$ cat src/rtl/spi_pkg.sv
// Shared SPI definitions for the byte responder and the master sequencer.
// Provides the state enum, byte width and default idle fill byte.
package spi_pkg;

    localparam int SPI_BYTE_W = 8;

    localparam logic [SPI_BYTE_W-1:0] SPI_IDLE_FILL = 8'h00;

    typedef enum logic {
        ST_IDLE,
        ST_ACTIVE
    } spi_state_e;

endpackage

$ cat src/rtl/spi_sync_edge.sv
// Multi-flop synchronizer for one asynchronous pin, plus rise/fall pulses.
// Ports: clk, rst_n, i_async (raw pin), o_sync (synced level),
//        o_rise / o_fall (one-cycle pulses on synced edges).
module spi_sync_edge #(
    parameter int   STAGES  = 2,
    parameter logic RST_VAL = 1'b0
) (
    input  logic clk,
    input  logic rst_n,
    input  logic i_async,
    output logic o_sync,
    output logic o_rise,
    output logic o_fall
);

    logic [STAGES-1:0] r_sync;
    logic              r_prev;

    always_ff @(posedge clk or negedge rst_n) begin
        if (!rst_n) begin
            r_sync <= {STAGES{RST_VAL}};
            r_prev <= RST_VAL;
        end else begin
            r_sync <= {r_sync[STAGES-2:0], i_async};
            r_prev <= r_sync[STAGES-1];
        end
    end

    assign o_sync = r_sync[STAGES-1];
    assign o_rise = o_sync & ~r_prev;
    assign o_fall = ~o_sync & r_prev;

endmodule

$ cat src/rtl/spi_slave_byte.sv
// SPI Mode 0 MSB-first byte responder, fully in the clk domain.
// Ports: sclk/cs_n/mosi (async pins in), miso/miso_oe (pad out),
//        rx_data/rx_valid (received byte strobe), tx_data/tx_load/tx_ready
//        (response holding register), underrun, busy.
module spi_slave_byte
    import spi_pkg::*;
#(
    parameter int                    SYNC_STAGES = 2,
    parameter logic [SPI_BYTE_W-1:0] IDLE_FILL   = SPI_IDLE_FILL
) (
    input  logic                  clk,
    input  logic                  rst_n,
    input  logic                  sclk,
    input  logic                  cs_n,
    input  logic                  mosi,
    output logic                  miso,
    output logic                  miso_oe,
    output logic [SPI_BYTE_W-1:0] rx_data,
    output logic                  rx_valid,
    input  logic [SPI_BYTE_W-1:0] tx_data,
    input  logic                  tx_load,
    output logic                  tx_ready,
    output logic                  underrun,
    output logic                  busy
);

    logic w_sclk_s, w_sclk_rise, w_sclk_fall;
    logic w_cs_s, w_cs_rise, w_cs_fall;
    logic w_mosi_s, w_mosi_rise, w_mosi_fall;
    logic w_unused;

    // All three pins share the same depth so mosi lines up with sclk edges.
    spi_sync_edge #(.STAGES(SYNC_STAGES), .RST_VAL(1'b0)) u_sclk (
        .clk    (clk),
        .rst_n  (rst_n),
        .i_async(sclk),
        .o_sync (w_sclk_s),
        .o_rise (w_sclk_rise),
        .o_fall (w_sclk_fall)
    );

    // cs_n resets high so leaving reset never looks like a select.
    spi_sync_edge #(.STAGES(SYNC_STAGES), .RST_VAL(1'b1)) u_cs (
        .clk    (clk),
        .rst_n  (rst_n),
        .i_async(cs_n),
        .o_sync (w_cs_s),
        .o_rise (w_cs_rise),
        .o_fall (w_cs_fall)
    );

    spi_sync_edge #(.STAGES(SYNC_STAGES), .RST_VAL(1'b0)) u_mosi (
        .clk    (clk),
        .rst_n  (rst_n),
        .i_async(mosi),
        .o_sync (w_mosi_s),
        .o_rise (w_mosi_rise),
        .o_fall (w_mosi_fall)
    );

    assign w_unused = ^{w_sclk_s, w_cs_s, w_mosi_rise, w_mosi_fall};

    spi_state_e            r_state;
    logic [2:0]            r_cnt;
    logic [SPI_BYTE_W-2:0] r_shift_rx;
    logic [SPI_BYTE_W-1:0] r_shift_tx;
    logic [SPI_BYTE_W-1:0] r_rx_data;
    logic                  r_rx_valid;
    logic [SPI_BYTE_W-1:0] r_hold;
    logic                  r_hold_full;
    logic                  r_underrun;

    logic w_load_ok;
    logic w_reload;
    logic w_active;

    assign w_active  = (r_state == ST_ACTIVE);
    assign w_load_ok = tx_load & ~r_hold_full;

    // Reload at select, and at each byte-boundary falling edge.
    // A cs_n edge in the same cycle overrides any sclk edge.
    assign w_reload = (!w_active && w_cs_fall) ||
                      (w_active && !w_cs_rise && w_sclk_fall && r_cnt == 3'd0);

    always_ff @(posedge clk or negedge rst_n) begin
        if (!rst_n) begin
            r_state     <= ST_IDLE;
            r_cnt       <= 3'd0;
            r_shift_rx  <= '0;
            r_shift_tx  <= '0;
            r_rx_data   <= '0;
            r_rx_valid  <= 1'b0;
            r_hold      <= '0;
            r_hold_full <= 1'b0;
            r_underrun  <= 1'b0;
        end else begin
            r_rx_valid <= 1'b0;
            r_underrun <= 1'b0;

            // Load and reload-consume are disjoint on r_hold_full.
            if (w_load_ok) begin
                r_hold      <= tx_data;
                r_hold_full <= 1'b1;
            end

            if (w_reload) begin
                if (r_hold_full) begin
                    r_shift_tx  <= r_hold;
                    r_hold_full <= 1'b0;
                end else begin
                    r_shift_tx <= IDLE_FILL;
                    r_underrun <= 1'b1;
                end
            end

            unique case (r_state)
                ST_IDLE: begin
                    r_cnt <= 3'd0;
                    if (w_cs_fall)
                        r_state <= ST_ACTIVE;
                end
                ST_ACTIVE: begin
                    if (w_cs_rise) begin
                        r_state <= ST_IDLE;
                        r_cnt   <= 3'd0;
                    end else begin
                        if (w_sclk_rise) begin
                            r_shift_rx <= {r_shift_rx[SPI_BYTE_W-3:0], w_mosi_s};
                            r_cnt      <= r_cnt + 3'd1;
                            if (r_cnt == 3'd7) begin
                                r_rx_data  <= {r_shift_rx, w_mosi_s};
                                r_rx_valid <= 1'b1;
                            end
                        end
                        if (w_sclk_fall && r_cnt != 3'd0)
                            r_shift_tx <= {r_shift_tx[SPI_BYTE_W-2:0], 1'b0};
                    end
                end
                default: r_state <= ST_IDLE;
            endcase
        end
    end

    assign miso     = w_active & r_shift_tx[SPI_BYTE_W-1];
    assign miso_oe  = w_active;
    assign busy     = w_active;
    assign rx_data  = r_rx_data;
    assign rx_valid = r_rx_valid;
    assign tx_ready = ~r_hold_full;
    assign underrun = r_underrun;

endmodule

$ cat config.mk
export PLATFORM = sky130hd
export DESIGN_NAME = spi_slave_byte
export DESIGN_NICKNAME = d
export VERILOG_FILES = /design/src/rtl/spi_pkg.sv /design/src/rtl/spi_sync_edge.sv /design/src/rtl/spi_slave_byte.sv
export SDC_FILE = /design/constraint.sdc
export NUM_CORES = 1
export LEC_CHECK = 0
export ABC_CLOCK_PERIOD_IN_PS = 3270
export BUFFER_PORTS_ARGS = -buffer_cell sky130_fd_sc_hd__buf_2
export CORE_MARGIN = 2
export CORE_UTILIZATION = 55
export CTS_BUF_LIST = sky130_fd_sc_hd__clkbuf_8
export DETAILED_ROUTE_END_ITERATION = 10
export PLACE_DENSITY = 0.84
export SLEW_MARGIN = 15
export SYNTH_ARGS = -nofsm -noshare
export SYNTH_HDL_FRONTEND = slang
export SYNTH_SLANG_ARGS = --single-unit
export TNS_END_PERCENT = 20
$ cat constraint.sdc
create_clock -name clk -period 3.27 [get_ports clk]
set_clock_uncertainty 0.05 [all_clocks]
set_input_delay 0.1635 -clock clk [delete_from_list [all_inputs] [get_ports clk]]
set_output_delay 0.1635 -clock clk [all_outputs]
set_load 0.02 [all_outputs]
==> results of run 1 <==
kinds of logic after synthesis:
| logic type | after synthesis | synth area share |
|---|---|---|
| muxes | 24 | 0.1429 |
| and+or+nand+nor | 38 | 0.1123 |
| buffers and inverters | 13 | 0.04119 |
| DFF | 46 | 0.6133 |
| xor gates and xnor gates | 1 | 0.004652 |
| adders and majority gates | 3 | 0.01994 |
| AOI/OAI and AO/OA | 14 | 0.06578 |
worst max-delay path by stage:
stage                                     startpoint                   endpoint  slack [ns]  depth (start not counted)
after floorplan                 r_cnt[0]$_DFFE_PN0P_    r_shift_tx[1]$_DFF_PN0_        1.84                          6
after global placement    u_sclk.r_sync[1]$_DFF_PN0_  r_shift_rx[1]$_DFFE_PN0P_        1.61                          3
after detailed placement  u_sclk.r_sync[1]$_DFF_PN0_  r_shift_rx[1]$_DFFE_PN0P_        1.50                          3
after CTS                 u_sclk.r_sync[1]$_DFF_PN0_  r_shift_rx[1]$_DFFE_PN0P_        1.49                          3
after global routing      u_sclk.r_sync[1]$_DFF_PN0_  r_shift_rx[6]$_DFFE_PN0P_        1.40                          3
final                          u_cs.r_prev$_DFF_PN1_    r_shift_tx[4]$_DFF_PN0_        1.50                          4
final cells by class:
class,count,area [um2],share of cell area
clock inverter,3,40.04,0.01854
inverter,6,22.52,0.01043
tap,46,57.56,0.02665
multi-input combinational,80,650.6,0.3013
clock buffer,5,68.82,0.03187
timing repair buffer,30,165.2,0.07648
sequential,46,1155,0.5348
cells in the mapped netlist, types with 2 or more instances:
| cell | instances | area, um2 |
|---|---|---|
| buf_2 | 2 | 10.01 |
| a31oi_1 | 7 | 43.79 |
| ha_1 | 3 | 37.54 |
| mux2_2 | 23 | 259.0 |
| nand3_1 | 8 | 40.04 |
| buf_4 | 3 | 22.52 |
| inv_1 | 6 | 22.52 |
| nor2b_1 | 2 | 12.51 |
| nand2_1 | 9 | 33.78 |
| dfrtp_1 | 43 | 1076 |
| dfstp_2 | 3 | 78.83 |
| nor2_1 | 12 | 45.04 |
| buf_6 | 2 | 22.52 |
layer usage:
layer	wire, um	share of wire
met5	0	0
met4	93	0.031
met3	120	0.040
met2	1468	0.48
met1	1345	0.44
metrics by stage:
step | power, mW | area, um2
5_1_grt | 1.576 | 2160
3_3_place_gp | 1.067 | 2021
2_1_floorplan | 1.017 | 1883
3_5_place_dp | 1.099 | 2021
6_report | 1.496 | 2160
4_1_cts | 1.508 | 2160
state kept, by name, summed over array words and instances (netlist names):
name,cells
r_cnt,3
busy,1
r_hold_full,1
u_cs.r_prev,1
u_mosi.r_sync,2
r_shift_tx,8
r_hold,8
rx_valid,1
rx_data,8
underrun,1
u_sclk.r_sync,2
u_sclk.r_prev,1
r_shift_rx,7
u_cs.r_sync,2
where the power goes:
part	total, mW	switching (mW)	internal (mW)	leakage, nW
registers	0.824	0.108	0.715	0.577
clock network	0.409	0.184	0.225	0.0579
logic	0.263	0.119	0.144	0.437
worst reg2reg max path, cell delays in order, from the launching register on:
cell	delay, ns
dfstp_2	0.54
nand2b_1	0.33
o2111ai_2	0.40
nor2_1	0.24
a31oi_1	0.06
==> impl_results.md, run 1 <==
- Max_cap viols: 0
- Sequential area share after synthesis: 0.6133
- Setup TNS: 0 ns
- Top Ports: 28
- Routing usage on met1: 0.2166
- Rel. slew slack: 0.3557
- Post-synth cell types: 29
- Layout net count: 186
- Register bit total from synthesis: 46
- Required @ worst endpoint: 3.37 ns
- WS Path Type: reg -> reg
- Worst IR Drop VDD: 0.4789 mV
- Vias/cell: 5.181
- Critical path's slowest cell: dfstp_2
- Failing checks: hold timing
- Die Y-Extent: 62.51 um
- Synthesis Warnings: 0
- Register-to-Register Path Depth: 4
- Inserted Clock Buffers: 5
- # setup viols final: 0
- CP delay by family, top: simple AND/OR/NAND/NOR gates
- Clk sinks: 46
- Commonest non-fill, non-tap cell in the layout: dfrtp_1
- Placed instance count: 205
- Pin count of the biggest net entering global routing: 47
- Crit path buffers/inverters: 0
- Hold-fix buffers, CTS: 3
- Busiest layer in global routing: met2
- GRT met3 Usage: 0.04685
- Fin. Hold Viols: 43
- Die width: 62.51 um
- RR Startpoint: u_cs.r_prev$_DFF_PN1_
- R2R setup slack: 1.50 ns
- Rows: 21
- Drt drc: 0
- Routed len/inst: 14.02 um
- Layout cells sized above 1: 0.4059
- Die area: 3908 um2
- Routed WL: 3028 um
- Via Count: 1119
- Critical-path maximum fanout: 15
- RSZ-0062 raised after global routing: false
- Max Freq: 0.5654 GHz
- Crit path cell chain: nand2b_1 > o2111ai_2 > nor2_1 > a31oi_1
- Primary FF master, synth: dfrtp_1
- Antenna violations before repair: 0
- Post-Layout Cell Count: 216
- Mapped Nets: 156
- Hold_ws: -0.03783 ns
- Core ar.: 3311 um2
- All-Layer GR Usage: 0.1780
- Final period util: 0.5409
- Pwr dens: 692.6 nW/um2
- Crit path time final: 1.769 ns
- Final worst setup slack: 1.501 ns
- Skew-Pair Late Insertion Delay: 0.30 ns
- Post-synth EDFFs: 0
- Most frequent cells in the layout: dfrtp_1 (43), buf_2 (27), mux2_2 (23)
- Pleak: 1.072 nW
- Syn avg cell area: 13.55 um2
- Synth-to-Final Area Change: 14.68%
- Worst r2r dst: r_shift_tx[4]$_DFF_PN0_
- Async set-reset flop share out of synthesis: 1.000
- IO Port Bufs: 27
- Iteration-0 DRC Markers: 40
- Worst slew pin tran: 0.9665 ns
- Delay of the slowest cell on the worst path: 0.54 ns
- Crit start category: flip-flop
- Post-CTS Setup Bufs: 0
- Worst-path clk slew: 0.08 ns
- Vias in the first global route: 1224
- Final Util: 0.6523
- FILL cells: 254
- CP endpoint kind: flip-flop
- GP Congestion: 0.7088
- Initial Util: 0.5688
- First drt pass iteration count: 4
- Inserted Diodes: 0
- DP Worst Slack: 1.497 ns
- Clock tree buffer depth: 2
- CP Data Arrival Time: 1.87 ns
- Htree depth: 2
- Syn Inst Count: 139
- Root Driver: clkbuf_8
- Netlist Area Pre-Place: 1883 um2
- Post-route ant nets: 0
- First-pass GRT wire length: 5368 um
- Detailed placement HPWL: 2181 um
- Gr ovfl total: 0
- CTS tree: done
- Fin. max-slew vios: 0
- Status: finished with violations
- Hold Crit Class: in -> async
- Met2 Resource Use GR: 0.2836
- Post-CTS Resized: 0
(Power assumes the default switching activity.)
==> run 2: changes to the inputs <==
Settings changed: ABC_CLOCK_PERIOD_IN_PS 3270 to 1700.
Clock period 3.27 ns to 1.7 ns, I/O delays scaled along.
==> impl_results.md, run 2 (synthesized netlist as in run 1, its figures left out) <==
- Pleak: 1.127 nW (+5.1%)
- Net Sw Power: 0.8311 mW (+100%)
- Commonest non-fill, non-tap cell in the layout: dfrtp_1
- Skew-Pair Late Insertion Delay: 0.30 ns (about the same)
- Routing usage on met1: 0.2262 (+0.009621)
- RSZ-0062 raised after global routing: false
- Setup TNS: 0 ns (unchanged)
- Area occupied by multi-input gates: 679.4 um2 (+4.4%)
- Worst-path clk slew: 0.09 ns (about the same)
- Root Driver: clkbuf_8
- Post-route ant nets: 0 (unchanged)
- Die Y-Extent: 62.51 um (unchanged)
- Inserted Clock Buffers: 5 (unchanged)
- Fin. max-slew vios: 0 (unchanged)
- CP Data Arrival Time: 1.73 ns (-0.14 ns)
- Clk pwr share: 0.272 (about the same)
- Total power: 2.952 mW (+97%)
- Hold Crit Class: in -> async
- All-Layer GR Usage: 0.1772 (-0.0008575)
- Die area: 3908 um2 (unchanged)
- GRT met3 Usage: 0.03423 (-0.01261)
- Worst r2r dst: r_shift_tx[2]$_DFF_PN0_
- Register area: 1156 um2 (+0.11%)
- Gate power share: 0.187 (+0.011)
- First drt pass iteration count: 5 (+1)
- IO Port Bufs: 27 (unchanged)
- Critical-path maximum fanout: 8 (-7)
- Core ar.: 3311 um2 (unchanged)
- CP endpoint kind: flip-flop
- FILL cells: 243 (-4.3%)
- Max_cap viols: 0 (unchanged)
- Synth-to-Final Area Change: 23.32%
- Crit start category: flip-flop
- Layout cells sized above 1: 0.4162 (+0.01033)
- Pwr dens: 1271 nW/um2 (+84%)
- Status: completed
- Top Ports: 28 (unchanged)
- Worst slew pin tran: 0.3877 ns (-0.5788 ns)
- Gr ovfl total: 0 (unchanged)
- GP Congestion: 0.7015 (-1.0%)
- Met2 Resource Use GR: 0.2930 (+0.009409)
- Detailed placement HPWL: 2210 um (+1.3%)
- Most frequent cells in the layout: dfrtp_1 (42), buf_2 (27), mux2_2 (23)
- Fin. Hold Viols: 0 (-100%)
- Clock tree buffer depth: 2 (unchanged)
- Hold_ws: 0.1674 ns (+0.2052 ns)
- Antenna violations before repair: 0 (unchanged)
- Routed WL: 3279 um (+8.3%)
- Pin count of the biggest net entering global routing: 18 (-62%)
- Register-to-Register Path Depth: 6 (+2)
- Rel. slew slack: 0.7410 (+0.3853)
- Clk sinks: 46 (unchanged)
- Post-CTS Setup Bufs: 0 (unchanged)
- Sequential power share: 0.541 (-0.010)
- First-pass GRT wire length: 5375 um (+0.13%)
- Crit path time final: 1.564 ns (-0.2046 ns)
- Vias in the first global route: 1179 (-3.7%)
- Vias/cell: 5.277 (+1.9%)
- Pint: 2.121 mW (+96%)
- # setup viols final: 0 (unchanged)
- Busiest layer in global routing: met2
- Max Freq: 0.6394 GHz (+13%)
- Placed instance count: 210 (+2.4%)
- CTS tree: done
- Crit path launch: r_cnt[0]$_DFFE_PN0P_
- Htree depth: 2 (unchanged)
- WS Path Type: reg -> reg
- Worst IR Drop VDD: 0.7829 mV (+63%)
- Setup crit end: r_shift_tx[2]$_DFF_PN0_
- Required @ worst endpoint: 1.87 ns (-1.50 ns)
- RR Startpoint: r_cnt[0]$_DFFE_PN0P_
- Iteration-0 DRC Markers: 44 (+10%)
- Initial Util: 0.5688 (unchanged)
- R2R setup slack: 0.14 ns (-1.37 ns)
- Via Count: 1219 (+8.9%)
- Rows: 21 (unchanged)
- Drt drc: 0 (unchanged)
- Routed len/inst: 14.19 um (+1.3%)
- Final period util: 0.9200 (+0.3791)
- Sw Ratio: 0.2815 (+0.006356)
- Layout net count: 201 (+8.1%)
- Inserted Diodes: 0 (unchanged)
- Die width: 62.51 um (unchanged)
- Post-Layout Cell Count: 231 (+6.9%)
## run 2: cell types whose count changed in the layout (fill, tap and decap cells not counted), moves of 2 or more
cell | before | now
dlygate4sd3_1 | 3 | 12
buf_4 | 0 | 5
clkinv_2 | 2 | 0
clkinvlp_4 | 0 | 2
## run 2: critical path, cell delays in order, from the launching register on
cell and delay (ns):
dfrtp_1 0.41, inv_1 0.07, ha_1 0.17, and2b_4 0.20, a41o_4 0.28, nand3_1 0.10, a31oi_1 0.21
## run 2: how the worst min path moves through the flow
stage / start / end / slack [ns] / depth (start not counted)
after floorplan: rst_n / busy$_DFF_PN0_ / -0.26 / 0
after global placement: rst_n / r_hold[0]$_DFFE_PN0P_ / -0.05 / 1
after detailed placement: rst_n / r_hold[0]$_DFFE_PN0P_ / -0.03 / 1
after CTS: rst_n / u_mosi.r_sync[0]$_DFF_PN0_ / 0.18 / 2
after global routing: rst_n / u_mosi.r_sync[0]$_DFF_PN0_ / 0.19 / 2
final: rst_n / u_mosi.r_sync[0]$_DFF_PN0_ / 0.17 / 2
## run 2: repair_timing
item | CTS | global route
setup endpoints to repair | 0 | 12
gates resized for setup | 0 | 3
hold buffers | 12 | 0
endpoints found under the hold margin | 26 | 0
## run 2: routing by layer
layer | up-vias | share of wire
met2 | 51 | 0.51
met1 | 595 | 0.43
met3 | 7 | 0.045
met4 | 0 | 0.014
li1 | 566 | -
met5 | - | 0
## run 2: final cells by class
cell class | count | area share
timing repair buffer | 44 | 0.1261
multi-input combinational | 81 | 0.2926
sequential | 46 | 0.4978
tap | 46 | 0.02478
clock buffer | 5 | 0.02963
clock inverter | 3 | 0.01940
inverter | 6 | 0.009698
## run 2: per-stage QoR
step / area (um2) / setup WS, ns / utilization
finish: 2322 / 0.1360 / 0.7014
global placement: 2058 / 0.1158 / 0.6217
CTS: 2292 / 0.003674 / 0.6924
detailed placement: 2058 / 0.03937 / 0.6217
floorplan: 1883 / 0.2666 / -
global route: 2322 / 0.01729 / 0.7014
## run 2: power groups by stage
stage / logic, mW / clock network (mW) / registers [mW]
2_1_floorplan: 0.441 / 0 / 1.52
3_3_place_gp: 0.487 / 0 / 1.58
3_5_place_dp: 0.523 / 0 / 1.60
4_1_cts: 0.549 / 0.815 / 1.59
5_1_grt: 0.608 / 0.861 / 1.63
6_report: 0.551 / 0.804 / 1.60
==> run 3: changes to the inputs <==
Settings changed: ABC_AREA set to 1, GPL_TIMING_DRIVEN set to 1.
==> impl_results.md, run 3 <==
- Routed WL: 3257 um (-0.67%)
- Root Driver: clkbuf_8
- DP Worst Slack: 0.1397 ns (+0.1004 ns)
- Initial Util: 0.5733 (+0.004520)
- Die width: 62.98 um (+0.74%)
- CP endpoint kind: flip-flop
- Mapped Nets: 212 (+36%)
- Max Freq: 0.6558 GHz (+2.6%)
- Layout cells sized above 1: 0.2583 (-0.1579)
- Inserted Clock Buffers: 5 (unchanged)
- Vias/cell: 4.874 (-7.6%)
- All-Layer GR Usage: 0.2011 (+0.02393)
- Syn avg cell area: 9.811 um2 (-28%)
- Post-synth top area cell: dfrtp_1
- Routed len/inst: 11.39 um (-20%)
- Htree depth: 2 (unchanged)
- Clock tree buffer depth: 2 (unchanged)
- Top Ports: 28 (unchanged)
- FILL cells: 266 (+9.5%)
- Gr ovfl total: 0 (unchanged)
- Core ar.: 3337 um2 (+0.79%)
- Layout net count: 256 (+27%)
- IO Port Bufs: 27 (unchanged)
- Skew-Pair Late Insertion Delay: 0.30 ns (about the same)
- Worst slew pin tran: 0.3776 ns (-0.01003 ns)
- Post-DP Area: 2093 um2 (+1.7%)
- Primary FF master, synth: dfrtp_1
- Worst r2r dst: r_shift_tx[2]$_DFF_PN0_
- Register-to-Register Path Depth: 8 (+2)
- Pwr dens: 1269 nW/um2 (-0.16%)
- Syn Inst Count: 195 (+40%)
- Via Count: 1394 (+14%)
- Top cells by area, synth: dfrtp_1 (56%), nand2_1 (9.8%), nand3_1 (5.2%), inv_1 (4.7%), mux2_2 (4.7%)
- Hold_ws: 0.1953 ns (+0.02790 ns)
- WS Path Type: reg -> reg
- Post-synth EDFFs: 0 (unchanged)
- Drt drc: 0 (unchanged)
- Final period util: 0.8969 (-0.02306)
- Critical-path maximum fanout: 9 (+1)
- Async set-reset flop share out of synthesis: 1.000 (unchanged)
- First drt pass iteration count: 4 (-1)
- Rel. slew slack: 0.7482 (+0.007217)
- Top cell type's share of synthesized area: 0.5625 (-0.008969)
- Antenna violations before repair: 0 (unchanged)
- Fin. Hold Viols: 0 (unchanged)
- Die Y-Extent: 62.98 um (+0.74%)
- Detailed placement HPWL: 2272 um (+2.8%)
- Pleak: 1.242 nW (+10%)
- Final Util: 0.6922 (-0.009273)
- Post-CTS Setup Bufs: 0 (unchanged)
- Setup TNS: 0 ns (unchanged)
- Synth-to-Final Area Change: 20.73%
- RSZ-0062 raised after global routing: false
- Crit start category: flip-flop
- RR Startpoint: u_cs.r_prev$_DFF_PN1_
- Placed instance count: 266 (+27%)
- Rows: 21 (unchanged)
- Total power: 2.932 mW (-0.70%)
- Post-synth cell types: 22 (-24%)
- Final worst setup slack: 0.1752 ns (+0.03920 ns)
- Synthesis Warnings: 0 (unchanged)
- Most frequent cells in the layout: nand2_1 (48), dfrtp_1 (43), buf_2 (27)
- Crit path time final: 1.525 ns (-0.03920 ns)
- Worst-path clk slew: 0.08 ns (about the same)
- Inserted Diodes: 0 (unchanged)
- First-pass GRT wire length: 6030 um (+12%)
- Iteration-0 DRC Markers: 46 (+4.5%)
- GP Congestion: 0.8349 (+19%)
- Post-route ant nets: 0 (unchanged)
- # setup viols final: 0 (unchanged)
- Sequential area share after synthesis: 0.6037 (-0.009627)
- CTS tree: done
- Register bit total from synthesis: 46 (unchanged)
- Hold Crit Class: in -> async
- Commonest non-fill, non-tap cell in the layout: nand2_1
- CP Data Arrival Time: 1.72 ns (about the same)
- Max_cap viols: 0 (unchanged)
- Netlist Area Pre-Place: 1913 um2 (+1.6%)
- Required @ worst endpoint: 1.89 ns (+0.02 ns)
- R2R setup slack: 0.18 ns (+0.04 ns)
- Vias in the first global route: 1415 (+20%)
- Post-Layout Cell Count: 286 (+24%)
- Worst IR Drop VDD: 0.9839 mV (+26%)
- Cell area after layout: 2310 um2 (-0.54%)
- Most frequent cell after synthesis: nand2_1
- Status: completed
- Fin. max-slew vios: 0 (unchanged)
- Die area: 3966 um2 (+1.5%)
- Pin count of the biggest net entering global routing: 19 (+1)
- Clk sinks: 46 (unchanged)
- Post-synth top cells: nand2_1 (50), dfrtp_1 (43), inv_1 (24), nand3_1 (20), nor2_1 (9)
-- run 3: report_power, final --
group	total [mW]	internal, mW	switching [mW]
clock network	0.662	0.322	0.340
registers	1.53	1.38	0.151
logic	0.740	0.319	0.421
-- run 3: logic make-up after synthesis --
family,after synthesis,share of synthesized area
and+or+nand+nor,87,0.2067
DFF,46,0.6037
buffers and inverters,32,0.07128
AOI/OAI and AO/OA,19,0.05167
muxes,8,0.04709
adders and majority gates,3,0.01962
-- run 3: critical path, cell delays in order (launching register included) --
cell	delay (ns)
dfstp_2	0.54
inv_1	0.04
nand2_1	0.06
nand2_2	0.11
inv_2	0.15
nand3_2	0.20
inv_2	0.18
nand2_1	0.07
nand2_1	0.06
-- run 3: metal layers --
metal  share of wire  GRT usage  vias to the layer above
met1            0.46     0.2595                      655
met4           0.037     0.1500                        0
met2            0.46     0.2939                       34
met5               0          0                        -
met3           0.041    0.04865                       11
li1                -          -                      694
-- run 3: worst max path at each step --
stage / slack [ns] / end / depth (start not counted) / startpoint
floorplan: 0.36 / r_shift_tx[1]$_DFF_PN0_ / 8 / u_cs.r_prev$_DFF_PN1_
detailed placement: 0.14 / r_shift_tx[1]$_DFF_PN0_ / 7 / u_cs.r_sync[1]$_DFF_PN1_
global placement: 0.20 / r_shift_tx[6]$_DFF_PN0_ / 7 / u_cs.r_sync[1]$_DFF_PN1_
finish: 0.18 / r_shift_tx[2]$_DFF_PN0_ / 8 / u_cs.r_prev$_DFF_PN1_
CTS: 0.12 / r_shift_tx[4]$_DFF_PN0_ / 7 / u_cs.r_sync[1]$_DFF_PN1_
global route: 0.04 / r_shift_tx[1]$_DFF_PN0_ / 8 / u_cs.r_prev$_DFF_PN1_
-- run 3: timing repair --
| item | 4_1_cts | 5_1_grt |
|---|---|---|
| gates resized for setup | 0 | 2 |
| hold buffers | 12 | 0 |
| setup endpoints to repair | 0 | 9 |
| endpoints found under the hold margin | 27 | 0 |
-- run 3: final cells by class --
class	instances	area, um2	share of cell area
repair buffers	42	277.8	0.1203
clock buffers	6	82.58	0.03575
clock inverters	2	8.758	0.003792
flip-flops and latches	46	1155	0.5000
well taps	46	57.56	0.02492
inverters	27	101.3	0.04388
multi-input cells	117	626.9	0.2714
